[src/rtl/rr_arb_4.sv]
// rtl/rr_arb_4.sv - four-way round-robin arbiter with registered grant and hold-limit revoke
module rr_arb_4 #(
    parameter int unsigned MAX_HOLD = 8
) (
    input  logic       clk,
    input  logic       rst_n,
    input  logic [3:0] req,
    input  logic       done,
    output logic [3:0] gnt,
    output logic [1:0] sel,
    output logic       gnt_valid,
    output logic       timeout
);

    typedef enum logic {
        IDLE,
        GRANT
    } state_t;

    state_t      state_q, state_d;
    logic [3:0]  gnt_q, gnt_d;
    logic [1:0]  sel_q, sel_d;
    logic [1:0]  last_q, last_d;
    logic [7:0]  hold_q, hold_d;
    logic        timeout_q, timeout_d;

    logic        pick_found;
    logic [1:0]  pick_idx;
    logic        hold_limit;
    logic        req_sel;

    // Search starts one past the previous winner so every requester gets a turn.
    always_comb begin
        logic [1:0] cand;
        pick_found = 1'b0;
        pick_idx   = last_q;
        cand       = last_q;
        for (int i = 0; i < 4; i++) begin
            cand = last_q + 2'(i + 1);
            if (!pick_found && req[cand]) begin
                pick_found = 1'b1;
                pick_idx   = cand;
            end
        end
    end

    assign hold_limit = (hold_q == 8'(MAX_HOLD));
    assign req_sel    = req[sel_q];

    always_comb begin
        state_d   = state_q;
        gnt_d     = gnt_q;
        sel_d     = sel_q;
        last_d    = last_q;
        hold_d    = hold_q;
        timeout_d = 1'b0;
        case (state_q)
            IDLE: begin
                if (pick_found) begin
                    state_d = GRANT;
                    gnt_d   = 4'b0001 << pick_idx;
                    sel_d   = pick_idx;
                    hold_d  = 8'd1;
                end
            end
            GRANT: begin
                if (done || !req_sel || hold_limit) begin
                    state_d   = IDLE;
                    gnt_d     = 4'b0000;
                    last_d    = sel_q;
                    hold_d    = 8'd0;
                    // A done or dropped request wins over the hold limit.
                    timeout_d = hold_limit && !done && req_sel;
                end else begin
                    hold_d = hold_q + 8'd1;
                end
            end
            default: begin
                state_d = IDLE;
                gnt_d   = 4'b0000;
                hold_d  = 8'd0;
            end
        endcase
    end

    always_ff @(posedge clk or negedge rst_n) begin
        if (!rst_n) begin
            state_q   <= IDLE;
            gnt_q     <= 4'b0000;
            sel_q     <= 2'd0;
            last_q    <= 2'd3;
            hold_q    <= 8'd0;
            timeout_q <= 1'b0;
        end else begin
            state_q   <= state_d;
            gnt_q     <= gnt_d;
            sel_q     <= sel_d;
            last_q    <= last_d;
            hold_q    <= hold_d;
            timeout_q <= timeout_d;
        end
    end

    assign gnt       = gnt_q;
    assign sel       = sel_q;
    assign gnt_valid = |gnt_q;
    assign timeout   = timeout_q;

endmodule

[config.mk]
export PLATFORM = sky130hd
export DESIGN_NAME = rr_arb_4
export DESIGN_NICKNAME = d
export VERILOG_FILES = /design/src/rtl/rr_arb_4.sv
export SDC_FILE = /design/constraint.sdc
export NUM_CORES = 1
export LEC_CHECK = 0
export BUFFER_PORTS_ARGS = -buffer_cell sky130_fd_sc_hd__buf_2
export CAP_MARGIN = 20
export CORE_UTILIZATION = 35
export DETAILED_ROUTE_END_ITERATION = 8
export GPL_ROUTABILITY_DRIVEN = 0
export GPL_TIMING_DRIVEN = 0
export PLACE_DENSITY_LB_ADDON = 0.2
export SYNTH_ARGS = -nofsm -noshare
export SYNTH_HDL_FRONTEND = slang
export SYNTH_SLANG_ARGS = --single-unit
[constraint.sdc]
create_clock -name clk -period 1.9 [get_ports clk]
set_clock_uncertainty 0.15 [all_clocks]
set_input_delay 0.38 -clock clk [delete_from_list [all_inputs] [get_ports clk]]
set_output_delay 0.38 -clock clk [all_outputs]
set_load 0.01 [all_outputs]
==> results of run 1 <==
[sequential cells by signal, indices dropped and copies added (netlist names)]
register	flops
last_q	2
state_q	1
timeout	1
gnt	4
hold_q	8
sel	2
[kinds of logic after synthesis]
group                    after synthesis  share of synthesized area (%)
AND/OR/NAND/NOR                       38                           20.9
AO/OA/AOI/OAI                         32                           20.4
flip-flops                            18                           45.6
buffers and inverters                 10                           5.16
multiplexers                           5                           5.42
adder cells (fa/ha/maj)                2                           2.52
[cell usage after synthesis, types with 3 or more instances]
cell,count
nand4_1,3
dfrtp_1,16
o22ai_1,6
a31oi_1,10
nor2_1,5
nand3_1,7
nand2_1,6
o21ai_0,8
mux2_2,3
inv_1,8
nand2b_1,3
[final timing paths]
path | end | slack, ns
worst max-delay path | hold_q[4]$_DFFE_PN0P_ | 0.08
worst min-delay path | state_q$_DFF_PN0_ | 0.34
worst max register to register | hold_q[4]$_DFFE_PN0P_ | 0.08
worst min register to register | sel[0]$_DFFE_PN0P_ | 0.41
max in group asynchronous | last_q[0]$_DFFE_PN1P_ | 0.90
min in group asynchronous | gnt[1]$_DFFE_PN0P_ | 0.37
[area by class of cell]
cell class | instances | area, µm²
Buffer | 2 | 21.3
Clock buffer | 4 | 36.3
Fill cell | 263 | 1380
Inverter | 8 | 30.0
Multi-Input combinational cell | 77 | 513
Sequential cell | 18 | 453
Tap cell | 30 | 37.5
Timing Repair Buffer | 17 | 95.1
[layer usage]
metal | up-vias | wire [µm] | track usage [%]
li1 | 436 | - | -
met1 | 437 | 1160 | 20.5
met2 | 18 | 959 | 24.4
met3 | 4 | 68 | 2.11
met4 | 0 | 29 | 5.71
met5 | - | 0 | 0
[where the power goes]
part | leakage (nW) | total [mW] | switching, mW | internal (mW)
Combinational | 0.256 | 0.769 | 0.413 | 0.356
Sequential | 0.232 | 0.628 | 0.110 | 0.518
Clock | 0.0210 | 0.246 | 0.129 | 0.117
Total | 0.509 | 1.64 | 0.652 | 0.990
[timing repair]
| action | 4_1_cts | 5_1_grt |
|---|---|---|
| gates cloned | 0 | 0 |
| setup buffers | 1 | 1 |
| gates resized for setup | 1 | 6 |
| hold endpoints to repair | 16 | 0 |
| pin swaps | 0 | 3 |
| setup endpoints to repair | 5 | 13 |
| hold buffers | 1 | 0 |
[worst register-to-register path, delay by kind of cell (launching register included)]
family	cells	cell delay [ns]
buffers and inverters	1	0.15
DFF	1	0.40
adders and majority gates	1	0.21
AOI/OAI and AO/OA	1	0.18
and+or+nand+nor	2	0.66
[per-stage QoR]
stage / TNS (ns) / setup WS, ns / std cells / hold WS (ns)
CTS: 0 / 0.0100 / 155 / 0.312
detailed placement: -0.264 / -0.0794 / 149 / 0.186
global route: 0 / 0.0203 / 156 / 0.363
global placement: -0.293 / -0.0526 / 149 / 0.183
finish: 0 / 0.0795 / 156 / 0.339
floorplan: 0 / 0.109 / 105 / -0.0656
==> flow_metrics.py, run 1 <==
metrics = {
    "synth": {
        "syn_inst": 105,
        "netlist_area_um2": 993,
        "yosys.cell_types.count": 33,
        "syn_area_per_cell_um2": 9.46,
        "synth_enable_flop_cells": 0,
        "netlist.area_leader.share_pct": 40.3,
        "synth_sequential_area_ratio_pct": 45.6,
        "synthFlopType": "dfrtp_1",
        "synthesis_stage_register_bit_count": 18,
        "synth.area.top_cells": "dfrtp_1 40%, a31oi_1 6.3%, dfstp_2 5.3%",
        "async_set_or_reset_register_ratio_after_synthesis_pct": 100,
        "yosysTopAreaCell": "dfrtp_1",
        "post_syn_nets": 114,
        "synth_warnings": 0,
    },
    "worst_setup_path": {
        "timing_worst_setup_path_type": "reg -> reg",
        "worst_r2r_src": "hold_q[0]$_DFFE_PN0P_",
        "arrival_ns": 1.90,
        "kind_of_capture_point_of_the_worst_setup_path": "flip-flop",
        "critPathSlowestCell": "or4_1",
        "critical_path_cell_count": 5,
        "timing.critical_path.max_delay_family": "simple AND/OR/NAND/NOR gates",
        "start_kind": "flip-flop",
        "crit_path_max_incr_delay_ns": 0.46,
        "worstPathBufferInverterCount": 1,
        "crit_path_cell_trace": "buf_4, ha_1, and3_4, or4_1, a31oi_1",
        "path_depth_of_the_worst_reg2reg_path": 5,
        "critPathRequiredTime_ns": 1.98,
        "startpoint": "hold_q[0]$_DFFE_PN0P_",
        "worst-path-max-fanout": 4,
    },
    "detailed_routing": {
        "drt-initial-drc-count": 22,
        "wl_mm": 2.22,
        "postRouteAntennaNets": 0,
        "avgRoutedWirePerCell_um": 14.2,
        "route.detailed.drc": 0,
        "num_vias": 895,
        "drt-vias-per-instance": 5.74,
        "detail_route.first_pass.iterations": 4,
    },
    "worst_hold_path": {
        "hp-start": "req[2]",
        "min-delay-path-class": "in -> reg",
        "worst_hold_path.num_cells": 3,
    },
    "final_layout": {
        "areaGrowthSynthToFinish_pct": 19.4,
        "layout_common_cells": "16 x dfrtp_1, 14 x buf_2, 9 x a31oi_1",
        "final_area_um2": 1190,
        "antenna_cells": 0,
        "final_layout_size_suffix_gt1_share_pct": 26.2,
        "commonest_non_fill_non_tap_cell_in_the_layout": "dfrtp_1",
        "layout.nets": 136,
        "postLayoutCoreUtil_pct": 46.2,
    },
    "clock_tree": {
        "clock_insertion_delay_worst_skew_ns": 0.30,
        "clk_pin_slew_ns": 0.11,
        "clock_tree_from_tritoncts": "yes",
        "cts.sinks": 18,
        "cts_root_buffer": "clkbuf_4",
        "max-clock-path-buffers": 2,
        "cts_htree_levels": 1,
        "cts_made_buffers": 3,
    },
    "die": {
        "placeableCoreArea_um2": 2570,
        "die_w_um": 55.3,
        "row_count": 18,
        "design.portCount": 15,
        "floorplan.die.height_um": 55.3,
        "die_outline_area_um2": 3060,
        "start_util_pct": 38.7,
    },
    "placement": {
        "dp_hpwl_mm": 1.61,
        "dpl_cell_area_um2": 1100,
        "io_buffer_count": 14,
    },
    "grt": {
        "overflow": 0,
        "grt_max_degree": 19,
        "antenna_violations_before_repair": 0,
        "global_route_wire_length_before_repair_mm": 3.76,
        "global_route.usage.total_pct": 15.1,
        "vias_in_the_first_global_route": 890,
    },
    "power": {
        "p_leak_nw": 0.509,
        "ir_worst_vdd_v": 0.000803,
        "p_per_area_nw_per_um2": 1380,
        "finalPower_mw": 1.64,
    },
    "timing": {
        "timing.slew.headroom_pct": 50.9,
        "achievable-frequency_mhz": 549,
        "report.final.hold_viol_count": 0,
        "setup_viol": 0,
        "timing.final.crit_share_pct": 95.8,
        "period_needed_ns": 1.82,
        "rsz0062_at_grt": "no",
        "worstMarginPinSlew_ns": 0.730,
        "max_slew_violation_count": 0,
    },
    "outcome": {
        "status": "finished clean",
    },
    "job": {
        "timing.max_cap.violations": 0,
    },
}
Note: power is estimated with default switching activity, not from simulation.
==> run 2, diff against run 1 <==
==> constraint.sdc (replaced) <==
create_clock -name clk -period 2.3 [get_ports clk]
set_clock_uncertainty 0.15 [all_clocks]
set_input_delay 0.46 -clock clk [delete_from_list [all_inputs] [get_ports clk]]
set_output_delay 0.46 -clock clk [all_outputs]
set_load 0.01 [all_outputs]
==> run 2 against run 1 <==
Against the previous run: cell count is 1.3% lower; critical path depth is 1 higher; first-iteration DRC count increased by 36%; routed wire length shrank 0.59%; largest cell class unchanged; setup slack improved by 0.28 ns; utilization fell by 1.5 points; critical endpoint is now last_q[1]$_DFFE_PN1P_; total power down 20%; sequential share of layout area up 1.3 points; via count grew 0.56%.
==> flow_metrics.py, run 2 (synthesis gave the netlist of run 1 again) <==
metrics = {
    "outcome": {
        "status": "finished clean",
    },
    "final_layout": {
        "final_area_um2": 1150,
        "layout_common_cells": "16 x dfrtp_1, 14 x buf_2, 10 x a31oi_1, 8 x inv_1, 8 x o21ai_0",
        "final_layout_size_suffix_gt1_share_pct": 21.8,
        "layout.nets": 134,
        "postLayoutCoreUtil_pct": 44.7,
        "largest_reg_flops": 8,
        "commonest_non_fill_non_tap_cell_in_the_layout": "dfrtp_1",
        "areaGrowthSynthToFinish_pct": 15.5,
        "antenna_cells": 0,
        "max_flop_register": "hold_q",
        "num-fill-cells": 273,
    },
    "detailed_routing": {
        "postRouteAntennaNets": 0,
        "num_vias": 900,
        "wl_mm": 2.20,
        "drt-vias-per-instance": 5.84,
        "avgRoutedWirePerCell_um": 14.3,
        "detail_route.first_pass.iterations": 4,
        "route.detailed.drc": 0,
        "drt-initial-drc-count": 30,
    },
    "job": {
        "timing.max_cap.violations": 0,
    },
    "die": {
        "design.portCount": 15,
        "floorplan.die.height_um": 55.3,
        "die_w_um": 55.3,
        "placeableCoreArea_um2": 2570,
        "die_outline_area_um2": 3060,
        "start_util_pct": 38.7,
        "row_count": 18,
    },
    "clock_tree": {
        "clk_pin_slew_ns": 0.11,
        "cts.sinks": 18,
        "cts_htree_levels": 1,
        "cts-resized-gates": 0,
        "clock_insertion_delay_worst_skew_ns": 0.30,
        "clock_tree_from_tritoncts": "yes",
        "cts_root_buffer": "clkbuf_4",
        "post_cts_buffers": 0,
        "cts_made_buffers": 3,
        "max-clock-path-buffers": 2,
    },
    "worst_setup_path": {
        "critPathRequiredTime_ns": 2.39,
        "start_kind": "flip-flop",
        "timing_worst_setup_path_type": "reg -> reg",
        "kind_of_capture_point_of_the_worst_setup_path": "flip-flop",
        "worst-path-max-fanout": 5,
        "arrival_ns": 2.02,
    },
    "timing": {
        "report.final.hold_viol_count": 0,
        "achievable-frequency_mhz": 516,
        "worstMarginPinSlew_ns": 0.710,
        "period_needed_ns": 1.94,
        "timing.slew.headroom_pct": 52.2,
        "whs_ns": 0.414,
        "timing.final.crit_share_pct": 84.2,
        "max_slew_violation_count": 0,
        "setup_viol": 0,
        "setup_total_negative_slack_ns": 0,
        "rsz0062_at_grt": "no",
    },
    "power": {
        "p_leak_nw": 0.498,
        "finalPower_mw": 1.31,
        "ir_worst_vdd_v": 0.000660,
        "p_per_area_nw_per_um2": 1140,
    },
    "grt": {
        "grt_max_degree": 19,
        "global_route.usage.total_pct": 15.0,
        "overflow": 0,
        "antenna_violations_before_repair": 0,
        "global_route_wire_length_before_repair_mm": 3.72,
        "vias_in_the_first_global_route": 880,
    },
    "worst_hold_path": {
        "min-delay-path-class": "reg -> reg",
    },
    "placement": {
        "io_buffer_count": 14,
        "dpl_cell_area_um2": 1100,
        "dp_hpwl_mm": 1.61,
    },
}
## run 2: worst paths after layout
kind                                        from                     to  slack (ns)  cells after the start
setup / recovery           hold_q[0]$_DFFE_PN0P_  last_q[1]$_DFFE_PN1P_        0.36                      6
hold / removal                sel[0]$_DFFE_PN0P_     sel[0]$_DFFE_PN0P_        0.41                      1
max in group asynchronous                  rst_n  last_q[0]$_DFFE_PN1P_        1.22                      2
setup reg to reg           hold_q[0]$_DFFE_PN0P_  last_q[1]$_DFFE_PN1P_        0.36                      6
min in group asynchronous                  rst_n     gnt[1]$_DFFE_PN0P_        0.45                      2
hold reg to reg               sel[0]$_DFFE_PN0P_     sel[0]$_DFFE_PN0P_        0.41                      1
## run 2: timing repair
| action | in CTS | in global routing |
|---|---|---|
| endpoints found under the setup margin | 0 | 0 |
| endpoints found under the hold margin | 16 | 0 |
| hold buffers | 1 | 0 |
## run 2: area by class of cell
type	instances	area (µm²)	share of cell area (%)
Multi-Input combinational cell	77	489	42.6
Timing Repair Buffer	15	80.1	6.98
Tap cell	30	37.5	3.27
Buffer	2	21.3	1.85
Inverter	8	30.0	2.62
Clock buffer	4	36.3	3.16
Sequential cell	18	453	39.5
## run 2: metal layers
metal	track usage, %	vias up	routed length [µm]
met5	0	-	0
met4	5.71	0	15
met3	2.11	2	90
met2	24.1	26	958
met1	20.3	437	1140
li1	-	435	-
## run 2: power by group
group	internal [mW]	total (mW)	switching, mW	leakage [nW]
logic	0.267	0.588	0.321	0.244
registers	0.428	0.522	0.0940	0.232
clock network	0.0966	0.204	0.107	0.0210
total	0.791	1.31	0.522	0.498
## run 2: stage by stage
| step | std cells | setup WS (ns) |
|---|---|---|
| after CTS | 154 | 0.362 |
| after floorplan | 105 | 0.509 |
| final | 154 | 0.362 |
| after detailed placement | 149 | 0.241 |
| after global placement | 149 | 0.267 |
| after global routing | 154 | 0.203 |
## run 2: critical path, cell delays in order, from the launching register on
cell and delay (ns):
dfrtp_1 0.42, inv_1 0.08, ha_1 0.19, nor4b_1 0.14, and3_2 0.23, o21ai_0 0.28, mux2_2 0.38
==> run 3, diff against run 2 <==
--- a/config.mk
+++ b/config.mk
@@ -5,6 +5,7 @@
 export SDC_FILE = /design/constraint.sdc
 export NUM_CORES = 1
 export LEC_CHECK = 0
+export ABC_AREA = 1
 export BUFFER_PORTS_ARGS = -buffer_cell sky130_fd_sc_hd__buf_2
 export CAP_MARGIN = 20
 export CORE_UTILIZATION = 35
==> constraint.sdc (replaced) <==
create_clock -name clk -period 1.82 [get_ports clk]
set_clock_uncertainty 0.15 [all_clocks]
set_input_delay 0.364 -clock clk [delete_from_list [all_inputs] [get_ports clk]]
set_output_delay 0.364 -clock clk [all_outputs]
set_load 0.01 [all_outputs]
==> run 3 against run 2 <==
Against the previous run: the flow now finishes with violations (negative setup slack); setup slack got worse by 0.43 ns; non-clock buffer count increased by 17; combinational power increased to 3.9 times the previous value; die area increased by 22%; synthesized cell count increased by 59%; cell count increased by 61%; routed wire length increased by 42%; highest routed layer unchanged.
==> flow_metrics.py, run 3 <==
metrics = {
    "synth": {
        "syn_inst": 167,
        "post_syn_nets": 176,
        "syn_area_per_cell_um2": 7.31,
        "post-synth-top-count-cell": "nand2_1",
        "synth_commonest_cells": "51 x nand2_1, 20 x nand3_1, 16 x dfrtp_1",
        "netlist_area_um2": 1220,
        "yosys.cell_types.count": 24,
        "synthesis_stage_register_bit_count": 18,
        "synth.area.top_cells": "dfrtp_1 33%, nand2_1 16%, nand3_1 8.2%",
        "synthFlopType": "dfrtp_1",
        "netlist.area_leader.share_pct": 32.8,
        "async_set_or_reset_register_ratio_after_synthesis_pct": 100,
        "yosysTopAreaCell": "dfrtp_1",
        "synth_sequential_area_ratio_pct": 37.1,
        "synth_enable_flop_cells": 0,
        "synth_warnings": 0,
    },
    "power": {
        "p_leak_nw": 0.817,
        "comb_power_share_pct": 72.6,
        "ir_worst_vdd_v": 0.000551,
        "power_frac_clock_pct": 7.5,
        "p_per_area_nw_per_um2": 1950,
        "switching_power_mw": 1.59,
        "internal_power_contribution_mw": 1.60,
        "power.switching_fraction_pct": 49.7,
        "seq_power_share_pct": 20.0,
        "finalPower_mw": 3.19,
    },
    "detailed_routing": {
        "route.layer.met1.wl_mm": 1.23,
        "wl_mm": 3.12,
        "drt-initial-drc-count": 65,
        "met3RoutedLength_um": 74,
        "highest_layer": "met4",
        "num_vias": 1214,
        "detail_route.first_pass.iterations": 4,
        "postRouteAntennaNets": 0,
        "met2WireLength_mm": 1.76,
        "route.detailed.drc": 0,
        "drt-vias-per-instance": 4.90,
        "avgRoutedWirePerCell_um": 12.6,
    },
    "die": {
        "floorplan.die.height_um": 61.1,
        "design.portCount": 15,
        "placeableCoreArea_um2": 3340,
        "row_count": 21,
        "start_util_pct": 36.6,
        "die_w_um": 61.1,
        "die_outline_area_um2": 3730,
    },
    "clock_tree": {
        "cts_root_buffer": "clkbuf_4",
        "cts_htree_levels": 1,
        "max-clock-path-buffers": 2,
        "clk_pin_slew_ns": 0.10,
        "cts.sinks": 18,
        "clock_insertion_delay_worst_skew_ns": 0.28,
        "clock_tree_from_tritoncts": "yes",
        "cts_made_buffers": 3,
    },
    "worst_hold_path": {
        "min-delay-path-class": "in -> reg",
    },
    "worst_setup_path": {
        "kind_of_capture_point_of_the_worst_setup_path": "flip-flop",
        "critical_path.most_common_cell": "buf_4",
        "critPathSlowestCell": "dfstp_2",
        "crit_path_cell_trace": "buf_4, nand2_2, nand2_4, nand2_4, nand2_8, nor2_4, buf_4, buf_4, nand3_1, nand2_2, nand2_1, nand2_1",
        "start_kind": "flip-flop",
        "crit_path_max_incr_delay_ns": 0.62,
        "arrival_ns": 1.92,
        "worstPathBufferInverterCount": 3,
        "timing_worst_setup_path_type": "reg -> reg",
        "worst-path-max-fanout": 6,
        "critPathRequiredTime_ns": 1.85,
        "timing.critical_path.max_delay_family": "flip-flops",
    },
    "final_layout": {
        "largest_reg_flops": 8,
        "postLayoutCoreUtil_pct": 49.1,
        "areaGrowthSynthToFinish_pct": 34.2,
        "max_flop_register": "hold_q",
        "layout_common_cells": "36 x nand2_1, 19 x nand2_2, 18 x nand3_1, 16 x buf_4, 16 x dfrtp_1",
        "final_layout_size_suffix_gt1_share_pct": 39.1,
        "layout.nets": 212,
        "final_area_um2": 1640,
        "commonest_non_fill_non_tap_cell_in_the_layout": "nand2_1",
        "antenna_cells": 0,
    },
    "grt": {
        "overflow": 0,
        "vias_in_the_first_global_route": 1125,
        "global_route.usage.total_pct": 17.2,
        "global_route_wire_length_before_repair_mm": 4.71,
        "grt_max_degree": 19,
        "antenna_violations_before_repair": 0,
    },
    "placement": {
        "io_buffer_count": 14,
        "setup_slack_after_placement_ns": -0.0840,
        "dp_hpwl_mm": 2.04,
        "dpl_cell_area_um2": 1350,
    },
    "timing": {
        "timing.slew.headroom_pct": 73.4,
        "worstMarginPinSlew_ns": 0.399,
        "period_needed_ns": 1.89,
        "timing.final.crit_share_pct": 104,
        "max_slew_violation_count": 0,
        "final.setup.worst_slack_ns": -0.0708,
        "setup_viol": 9,
        "achievable-frequency_mhz": 529,
        "report.final.hold_viol_count": 0,
        "rsz0062_at_grt": "yes",
        "setup_total_negative_slack_ns": -0.326,
    },
    "outcome": {
        "status": "complete, but fails checks",
        "violations": "negative setup slack",
    },
    "job": {
        "timing.max_cap.violations": 0,
    },
}
## run 3: cell count changes in the layout (fill, tap and decap cells not counted), sizes merged, moves of 6 or more
cell | previous run | this run
buf | 15 | 33
a31oi | 10 | 0
nand3 | 7 | 22
o22ai | 6 | 0
o21ai | 8 | 15
inv | 8 | 17
nand2 | 6 | 63
## run 3: per-layer routing
metal	track usage, %	up-vias
li1	-	609
met1	19.4	576
met2	32.0	22
met3	2.10	7
met4	8.12	0
met5	0	-
## run 3: logic make-up after synthesis
logic type / after synthesis / synth area share [%]
xor+xnor: 5 / 3.59
buf+inv: 20 / 8.20
flops: 18 / 37.1
compound gates: 19 / 8.20
simple gates: 103 / 40.9
fa+ha+maj: 2 / 2.05
## run 3: final cells by class
cell class	count	area, µm²
Multi-Input combinational cell	129	781
Fill cell	359	1700
Buffer	2	22.5
Clock buffer	4	36.3
Inverter	17	68.8
Timing Repair Buffer	32	220
Sequential cell	18	453
Tap cell	46	57.6
## run 3: tightest hold or removal path: stages
cell	delay, ns
buf_2	0.07
inv_1	0.04
nand2_1	0.06
nor3_1	0.04
## run 3: metrics by stage
step                      hold slack, ns  instances
after CTS                          0.145        244
final                              0.160        248
after global placement             0.169        227
after global routing               0.158        248
after floorplan                  -0.0816        167
after detailed placement           0.166        227
## run 3: worst paths after layout
check / from / to / slack [ns] / depth (start not counted)
setup reg to reg: last_q[1]$_DFFE_PN1P_ / gnt[2]$_DFFE_PN0P_ / -0.07 / 12
min in group asynchronous: rst_n / hold_q[7]$_DFFE_PN0P_ / 0.40 / 2
hold / removal: done / timeout$_DFF_PN0_ / 0.16 / 4
max in group asynchronous: rst_n / last_q[0]$_DFFE_PN1P_ / 0.81 / 2
setup / recovery: last_q[1]$_DFFE_PN1P_ / gnt[2]$_DFFE_PN0P_ / -0.07 / 12
hold reg to reg: gnt[3]$_DFFE_PN0P_ / gnt[3]$_DFFE_PN0P_ / 0.39 / 2
## run 3: timing repair
| item | CTS | global route |
|---|---|---|
| setup buffers | 12 | 4 |
| cloned | 1 | 0 |
| setup endpoints to repair | 16 | 18 |
| hold buffers | 1 | 0 |
| endpoints found under the hold margin | 16 | 0 |
| resized for setup | 11 | 23 |
| pin swaps | 14 | 4 |
## run 3: power by group through the flow
| stage | logic, mW | registers (mW) | clock network, mW |
|---|---|---|---|
| detailed placement | 1.60 | 0.620 | 0 |
| floorplan | 1.23 | 0.629 | 0 |
| CTS | 1.97 | 0.630 | 0.255 |
| finish | 2.32 | 0.638 | 0.238 |
| global route | 2.55 | 0.652 | 0.270 |
| global placement | 1.56 | 0.619 | 0 |
